**src/rtl/ppa_eval_pkg.sv**
```systemverilog
// Shared types for parallel-prefix adder evaluation blocks.
package ppa_eval_pkg;

    localparam int unsigned PPA_WIDTH = 17;

    typedef enum logic [1:0] {
        IDLE  = 2'd0,
        RUN   = 2'd1,
        DRAIN = 2'd2,
        DONE  = 2'd3
    } ppa_state_e;

    typedef logic [PPA_WIDTH-1:0] ed_t;

endpackage

```
**src/rtl/ppa_abs_diff.sv**
```systemverilog
// Unsigned absolute difference |a - b|; the result always fits in WIDTH bits.
module ppa_abs_diff
    import ppa_eval_pkg::*;
#(
    parameter int unsigned WIDTH = PPA_WIDTH
) (
    input  logic [WIDTH-1:0] a,
    input  logic [WIDTH-1:0] b,
    output logic [WIDTH-1:0] diff_c
);

    // Subtract the smaller operand from the larger so nothing wraps
    always_comb begin
        diff_c = '0;
        if (a >= b) diff_c = a - b;
        else        diff_c = b - a;
    end

endmodule

```
**src/rtl/ppa_error_monitor.sv**
```systemverilog
// Batch error-metric collector for exact vs approximate adder results.
module ppa_error_monitor
    import ppa_eval_pkg::*;
#(
    parameter int unsigned WIDTH  = PPA_WIDTH,
    parameter int unsigned N_LOG2 = 10,
    parameter int unsigned ACC_W  = WIDTH + N_LOG2
) (
    input  logic              clk,
    input  logic              rst,
    input  logic              start,
    input  logic              in_valid,
    output logic              in_ready,
    input  logic [WIDTH-1:0]  exact_sum,
    input  logic [WIDTH-1:0]  approx_sum,
    output logic              busy,
    output logic              done,
    output logic [N_LOG2:0]   err_count,
    output logic [ACC_W-1:0]  sum_ed,
    output logic [WIDTH-1:0]  max_ed,
    output logic [WIDTH-1:0]  mean_ed
);

    localparam int unsigned CNT_W = N_LOG2 + 1;
    localparam int unsigned BATCH = 1 << N_LOG2;
    localparam logic [CNT_W-1:0] LAST_IDX = CNT_W'(BATCH - 1);

    ppa_state_e        state;
    logic [CNT_W-1:0]  cnt;
    logic              accept;
    logic              start_ok;
    logic [WIDTH-1:0]  ed_c;
    logic [WIDTH-1:0]  ed_q;
    logic              neq_q;
    logic              v1_q;

    assign accept   = in_valid && in_ready;
    assign start_ok = start && ((state == IDLE) || (state == DONE));
    assign mean_ed  = WIDTH'(sum_ed >> N_LOG2);

    ppa_abs_diff #(.WIDTH(WIDTH)) u_abs_diff (
        .a      (exact_sum),
        .b      (approx_sum),
        .diff_c (ed_c)
    );

    // Control FSM with registered handshake and status flags
    always_ff @(posedge clk) begin
        if (rst) begin
            state    <= IDLE;
            cnt      <= '0;
            in_ready <= 1'b0;
            busy     <= 1'b0;
            done     <= 1'b0;
        end else begin
            case (state)
                IDLE: begin
                    if (start) begin
                        state    <= RUN;
                        cnt      <= '0;
                        in_ready <= 1'b1;
                        busy     <= 1'b1;
                    end
                end
                RUN: begin
                    if (accept) begin
                        cnt <= cnt + CNT_W'(1);
                        if (cnt == LAST_IDX) begin
                            state    <= DRAIN;
                            in_ready <= 1'b0;
                        end
                    end
                end
                DRAIN: begin
                    state <= DONE;
                    busy  <= 1'b0;
                    done  <= 1'b1;
                end
                DONE: begin
                    if (start) begin
                        state    <= RUN;
                        cnt      <= '0;
                        in_ready <= 1'b1;
                        busy     <= 1'b1;
                        done     <= 1'b0;
                    end
                end
            endcase
        end
    end

    // Stage 1: register error distance and its qualifiers
    always_ff @(posedge clk) begin
        if (rst) begin
            ed_q  <= '0;
            neq_q <= 1'b0;
            v1_q  <= 1'b0;
        end else begin
            ed_q  <= ed_c;
            neq_q <= (ed_c != '0);
            v1_q  <= accept;
        end
    end

    // Stage 2: batch accumulators, cleared when a new batch starts
    always_ff @(posedge clk) begin
        if (rst) begin
            err_count <= '0;
            sum_ed    <= '0;
            max_ed    <= '0;
        end else if (start_ok) begin
            err_count <= '0;
            sum_ed    <= '0;
            max_ed    <= '0;
        end else if (v1_q) begin
            err_count <= err_count + CNT_W'(neq_q);
            sum_ed    <= sum_ed + ACC_W'(ed_q);
            if (ed_q > max_ed) max_ed <= ed_q;
        end
    end

endmodule

```
**config.mk**
```make
export PLATFORM = sky130hd
export DESIGN_NAME = ppa_error_monitor
export DESIGN_NICKNAME = d
export VERILOG_FILES = /design/src/rtl/ppa_eval_pkg.sv /design/src/rtl/ppa_abs_diff.sv /design/src/rtl/ppa_error_monitor.sv
export SDC_FILE = /design/constraint.sdc
export NUM_CORES = 1
export LEC_CHECK = 0
export CAP_MARGIN = 0
export CORE_UTILIZATION = 40
export DETAILED_ROUTE_END_ITERATION = 12
export GPL_TIMING_DRIVEN = 0
export PLACE_DENSITY = 0.62
export SKIP_LAST_GASP = 1
export SYNTH_ARGS = -nofsm -noshare
export SYNTH_HDL_FRONTEND = slang
export SYNTH_SLANG_ARGS = --single-unit
```
**constraint.sdc**
```tcl
create_clock -name clk -period 5.3 [get_ports clk]
set_input_delay 0.795 -clock clk [delete_from_list [all_inputs] [get_ports clk]]
set_output_delay 0.795 -clock clk [all_outputs]
set_load 0.05 [all_outputs]
```
==> flow_metrics.py, run 1 <==
metrics = {
    "status": {
        "status": "finished clean",
    },
    "synth": {
        "synth.distinct_cells": 60,
        "synth_top_cell_by_area": "dfxtp_1",
        "netlist_instances": 751,
        "synth_area_leaders": "dfxtp_1 (29%), ha_1 (15%), mux2i_1 (6.6%), nor2_1 (5.5%), a21oi_1 (4.4%)",
        "synth_top_area_share_pct": 28.8,
        "syn_nets": 866,
        "avgSynthCellArea_sq_um": 8.34,
        "synth-seq-cells": 90,
        "synthesis.area_sq_um": 6260,
        "synth.yosys.seq_area_share_pct": 28.8,
        "ys_warn_count": 0,
        "ys_async_sr_fraction_pct": 0,
        "synthFlopType": "dfxtp_1",
        "synth-edff-count": 0,
    },
    "sta": {
        "hold_viol": 0,
        "period_share_pct": 73.3,
        "setup_viol": 0,
        "fin_skew_ns": 0.00814,
        "timing.final.crit_period_ns": 3.89,
        "fin_tns_setup_ns": 0,
        "rsz0062_at_grt": "no",
        "fmax_ghz": 0.257,
        "relSlewSlack_pct": 38.0,
        "fin_ws_ns": 1.41,
        "holdWs_ns": 0.484,
        "slew_violations": 0,
        "tightest_slew_ns": 0.924,
    },
    "cts": {
        "hold_buffers": 0,
        "clk_pin_slew_worst_paths_ns": 0.06,
        "post_cts_buffers": 0,
        "cts_sinks": 90,
        "ctsResizeCount": 0,
        "cts_tree": "yes",
        "cts-root-buf": "clkbuf_16",
        "cts_buffer_depth": 2,
        "clk_latency_ns": 0.35,
        "htreeDepth": 3,
        "numCtsBuffers": 9,
    },
    "route": {
        "vias_per_cell": 4.90,
        "wl_per_cell_um": 13.0,
        "drc": 0,
        "dr.pass1.iters": 4,
        "ant_nets": 0,
        "wl_um": 14100,
        "drt-initial-drc-count": 206,
        "vias": 5333,
    },
    "worst_setup_path": {
        "endpoint_kind": "flip-flop",
        "startpoint_type": "input port",
        "slowest_stage": "o311ai_4",
        "rr_startpoint": "ed_q[0]",
        "crit_arrival_ns": 4.10,
        "slowest_delay_ns": 0.60,
        "crit_required_ns": 5.51,
        "reg2regPathDepth": 13,
        "reg2reg_setup_slack_ns": 2.08,
        "path_max_fanout": 10,
        "r2r_end": "sum_ed[26]",
        "path_class": "in2reg",
        "cp_cell_sequence": "clkdlybuf4s50_1 -> inv_1 -> ha_1 -> buf_2 -> nand3_1 -> o211ai_1 -> a221oi_4 -> o311ai_4 -> buf_6 -> mux2i_1 -> o21ai_0 -> a21oi_1 -> xor2_1 -> a31oi_1",
    },
    "layout": {
        "areaGrowthSynthToFinish_pct": 27.3,
        "utilization_pct": 52.3,
        "post-route-cell-area_sq_um": 7970,
        "stdcell_count": 1089,
        "fill_cells": 1445,
        "final_common_cell": "clkdlybuf4s50_1",
        "layout.nets": 988,
        "diodes": 0,
        "drive_gt1_share_pct": 6.26,
        "final_cell_mix": "clkdlybuf4s50_1 (111), nor2_1 (92), dfxtp_1 (90), ha_1 (74), inv_1 (69)",
    },
    "floorplanning": {
        "num_rows": 45,
        "die_w_um": 127,
        "boundaryPins": 113,
        "core_area_sq_um": 15300,
        "die_area_sq_um": 16200,
        "initial_core_util_pct": 41.0,
        "die_y_um": 127,
    },
    "place": {
        "port-buffer-count": 111,
        "placed_cell_area_sq_um": 7640,
        "dp.cells": 1073,
        "dp_hpwl_um": 11400,
        "gp_congestion": 0.848,
        "pre_cts_ws_ns": 1.07,
    },
    "grt": {
        "grtUsageTotal_pct": 18.0,
        "antenna_found_initial": 0,
        "grt_pass1_vias": 4912,
        "overflow": 0,
        "grt_max_degree": 15,
        "grt_pass1_wl_um": 23300,
    },
    "power": {
        "combPwrFrac_pct": 32.6,
        "leakage_nw": 3.32,
        "p_int_mw": 1.49,
        "totalPowerFinal_mw": 2.23,
        "powerDensity_nw_per_um2": 280,
        "peakVddDrop_mv": 0.200,
        "p_sw_mw": 0.747,
        "pwr-share-clk_pct": 32.5,
        "switching_share_pct": 33.5,
        "pwr-share-seq_pct": 35.0,
    },
    "hold_path": {
        "hold_depth": 2,
        "hp-start": "cnt[5]",
        "min_path_type": "reg2reg",
        "min_to": "cnt[5]",
    },
    "run": {
        "drv_cap": 0,
    },
}
logic make-up after synthesis:
kind of cell	after synthesis	share of synthesized area, %
buffers and inverters	112	8.53
xor gates and xnor gates	42	5.99
AOI/OAI and AO/OA	165	17.1
muxes	43	6.91
DFF	90	28.8
adders and majority gates	77	15.7
and+or+nand+nor	222	17.0
Yosys cell counts (12+ instances only):
cell type and n:
nor2_1 92, dfxtp_1 90, ha_1 74, inv_1 69, a21oi_1 55, mux2i_1 41, nand2_1 37, o21ai_0 32
xor2_1 24, a21o_1 21, buf_4 20, nand4_1 17, xnor2_1 17, or3_1 13, nor2b_1 12, nor3_1 12
o21a_1 12
flip-flops by register name, indices dropped and copies added, names as in the netlist:
register	cells
busy	1
state	2
max_ed	17
ed_q	17
neq_q	1
v1_q	1
done	1
cnt	11
sum_ed	27
in_ready	1
err_count	11
worst max path at each step:
stage	endpoint	from	slack (ns)	depth (start not counted)
detailed placement	neq_q	exact_sum[1]	1.07	13
global route	neq_q	exact_sum[3]	1.13	14
global placement	neq_q	exact_sum[14]	1.08	13
floorplan	neq_q	exact_sum[12]	1.96	12
CTS	neq_q	exact_sum[1]	1.43	13
finish	neq_q	exact_sum[3]	1.41	14
power by group through the flow:
stage	registers (mW)	clock network, mW	logic (mW)
6_report	0.781	0.725	0.727
5_1_grt	0.789	0.768	0.810
4_1_cts	0.781	0.740	0.731
3_5_place_dp	0.796	0	0.728
3_3_place_gp	0.795	0	0.724
2_1_floorplan	0.829	0	0.489
routing by layer:
metal / vias up / GRT usage, % / part of all wire (%)
met5: - / 0 / 0
met4: 0 / 7.14 / 1.3
met3: 12 / 1.97 / 3.7
met2: 113 / 30.7 / 46
met1: 2388 / 23.4 / 49
li1: 2820 / - / -
layout make-up:
cell class,count,area (sq um),area share [%]
clock buffers,11,233,2.92
repair buffers,111,1110,13.9
clock inverters,5,103,1.29
multi-input cells,549,3930,49.3
flip-flops and latches,90,1800,22.6
inverters,69,259,3.25
well taps,211,264,3.31
plain buffers,43,275,3.45
critical path, delay by kind of cell:
family,cells,cell delay [ns]
compound gates,6,1.51
buf+inv,4,0.98
fa+ha+maj,1,0.26
mux,1,0.22
xor+xnor,1,0.22
simple gates,1,0.11
No activity file was read; power rests on OpenSTA's default activity.
==> inputs of run 2 (changes only) <==
--- a/config.mk
+++ b/config.mk
@@ -9,7 +9,7 @@
 export CORE_UTILIZATION = 40
 export DETAILED_ROUTE_END_ITERATION = 12
 export GPL_TIMING_DRIVEN = 0
-export PLACE_DENSITY = 0.62
+export PLACE_DENSITY = 0.64
 export SKIP_LAST_GASP = 1
 export SYNTH_ARGS = -nofsm -noshare
 export SYNTH_HDL_FRONTEND = slang
==> constraint.sdc (replaced) <==
create_clock -name clk -period 3.5 [get_ports clk]
set_input_delay 0.525 -clock clk [delete_from_list [all_inputs] [get_ports clk]]
set_output_delay 0.525 -clock clk [all_outputs]
set_load 0.05 [all_outputs]
==> run 2 against run 1 <==
  * Critical path depth down 1
  * Via count up 1.3%
  * Largest cell class unchanged
  * Critical endpoint unchanged
  * Largest power group unchanged
  * Global-route usage down 0.21 points
  * Critical path type unchanged
  * Cell count about the same
  * Power up 46%
==> flow_metrics.py, run 2 (synthesis gave the netlist of run 1 again) <==
metrics = {
    "worst_setup_path": {
        "crit_family": "buffers and inverters",
        "slowest_delay_ns": 0.48,
        "rr_startpoint": "ed_q[0]",
        "critPathBufInv": 4,
        "path_class": "in2reg",
        "cp_cell_sequence": "clkdlybuf4s50_1 -> inv_1 -> ha_1 -> clkbuf_4 -> nand4_2 -> or3_4 -> o311ai_4 -> buf_6 -> mux2i_1 -> xnor2_1 -> nand4_1 -> nor3_1 -> a31oi_1",
        "endpoint_kind": "flip-flop",
        "path_max_fanout": 10,
        "r2r_end": "sum_ed[26]",
        "reg2reg_setup_slack_ns": 0.29,
        "startpoint_type": "input port",
        "crit_required_ns": 3.71,
        "slowest_stage": "clkdlybuf4s50_1",
        "reg2regPathDepth": 13,
        "crit_arrival_ns": 3.52,
    },
    "cts": {
        "htreeDepth": 3,
        "clk_pin_slew_worst_paths_ns": 0.06,
        "cts-root-buf": "clkbuf_16",
        "cts_tree": "yes",
        "cts_buffer_depth": 2,
        "hold_buffers": 0,
        "cts_sinks": 90,
        "numCtsBuffers": 9,
        "clk_latency_ns": 0.34,
    },
    "layout": {
        "fill_cells": 1511,
        "largest_reg_flops": 27,
        "diodes": 0,
        "areaGrowthSynthToFinish_pct": 27.3,
        "top_register": "sum_ed",
        "final_common_cell": "clkdlybuf4s50_1",
        "layout.nets": 989,
        "stdcell_count": 1090,
        "drive_gt1_share_pct": 6.94,
        "final_cell_mix": "clkdlybuf4s50_1 (111), nor2_1 (92), dfxtp_1 (90), ha_1 (74), inv_1 (69)",
        "top_regs": "sum_ed: 27 flops, ed_q: 17 flops, max_ed: 17 flops",
    },
    "sta": {
        "setup_viol": 0,
        "rsz0062_at_grt": "yes",
        "timing.final.crit_period_ns": 3.31,
        "fmax_ghz": 0.302,
        "tightest_slew_ns": 0.856,
        "slew_violations": 0,
        "holdWs_ns": 0.397,
        "relSlewSlack_pct": 42.6,
        "hold_viol": 0,
        "fin_ws_ns": 0.189,
        "fin_skew_ns": 0.00779,
        "period_share_pct": 94.6,
    },
    "floorplanning": {
        "die_area_sq_um": 16200,
        "boundaryPins": 113,
        "num_rows": 45,
        "core_area_sq_um": 15300,
        "die_y_um": 127,
        "initial_core_util_pct": 41.0,
        "die_w_um": 127,
    },
    "route": {
        "vias_per_cell": 4.96,
        "ant_nets": 0,
        "dr.pass1.iters": 4,
        "drt-initial-drc-count": 198,
        "vias": 5401,
        "drc": 0,
        "wl_um": 14100,
        "wl_per_cell_um": 12.9,
    },
    "power": {
        "powerDensity_nw_per_um2": 410,
        "peakVddDrop_mv": 0.196,
        "leakage_nw": 3.31,
    },
    "place": {
        "dp.cells": 1073,
        "port-buffer-count": 111,
        "dp_hpwl_um": 11400,
        "pre_cts_ws_ns": -0.440,
        "gp_congestion": 0.875,
    },
    "hold_path": {
        "hp-start": "rst",
        "min_path_type": "in2reg",
        "min_to": "state[1]",
        "hold_depth": 2,
    },
    "run": {
        "drv_cap": 0,
    },
    "status": {
        "status": "finished clean",
    },
    "grt": {
        "overflow": 0,
        "grtUsageTotal_pct": 17.8,
        "antenna_found_initial": 0,
        "grt_pass1_vias": 4906,
        "grt_max_degree": 15,
        "grt_pass1_wl_um": 23500,
    },
}
run 2: stage by stage:
| stage | power, mW | util, % | cell area, sq um | TNS, ns |
|---|---|---|---|---|
| after detailed placement | 2.30 | 50.1 | 7640 | -1.25 |
| after CTS | 3.30 | 52.2 | 7960 | 0 |
| after floorplan | 2.00 | - | 6260 | 0 |
| after global routing | 3.47 | 52.3 | 7970 | -0.0256 |
| after global placement | 2.29 | 50.1 | 7640 | -1.12 |
| final | 3.27 | 52.3 | 7970 | 0 |
run 2: final cells by class:
cell class	count	area [sq um]	share of cell area (%)
buffer	42	272	3.40
clock buffer	12	256	3.22
clock inverter	4	50.0	0.628
inverter	69	259	3.25
multi-input combinational	549	3950	49.5
sequential	90	1800	22.6
tap	211	264	3.31
timing repair buffer	113	1130	14.1
run 2: routing by layer:
layer / track usage (%) / part of all wire (%)
met4: 5.53 / 1.5
met2: 30.0 / 46
met1: 23.8 / 49
met3: 2.26 / 3.0
met5: 0 / 0
run 2: how the worst max path moves through the flow:
stage | from | endpoint | slack [ns] | cells past startpoint
after floorplan | sum_ed[0] | sum_ed[26] | 0.41 | 13
after global placement | exact_sum[3] | neq_q | -0.43 | 14
after detailed placement | exact_sum[3] | neq_q | -0.44 | 14
after CTS | exact_sum[4] | neq_q | 0.13 | 14
after global routing | exact_sum[12] | neq_q | -0.03 | 13
final | exact_sum[12] | neq_q | 0.19 | 13
run 2: what timing repair did:
item                                    4_1_cts  5_1_grt
resized for setup                             0        4
pin swaps                                     1        1
endpoints found under the setup margin        1        7
buffers inserted                              2        0
run 2: where the power goes:
part / total (mW) / switching (mW) / internal (mW)
Combinational: 1.10 / 0.649 / 0.454
Clock: 0.985 / 0.394 / 0.591
Sequential: 1.18 / 0.0793 / 1.10
Total: 3.27 / 1.12 / 2.15
run 2: worst reg2reg max path, cell delays in order, from the launching register on:
cell and delay [ns]:
dfxtp_1 0.40, ha_1 0.22, inv_1 0.06, fa_1 0.40, nor2b_1 0.11, o21ai_0 0.11, a21boi_1 0.21, o21ai_0 0.12
a21oi_1 0.32, o2111ai_1 0.18, nand4b_1 0.18, a41oi_2 0.27, or3_1 0.42, a21oi_1 0.14
==> inputs of run 3 (changes only) <==
--- a/config.mk
+++ b/config.mk
@@ -11,6 +11,7 @@
 export GPL_TIMING_DRIVEN = 0
 export PLACE_DENSITY = 0.64
 export SKIP_LAST_GASP = 1
+export SLEW_MARGIN = 20
 export SYNTH_ARGS = -nofsm -noshare
 export SYNTH_HDL_FRONTEND = slang
 export SYNTH_SLANG_ARGS = --single-unit
==> results of run 3 <==
Same layout as run 2: the final DEF is identical, and so are final timing and power.
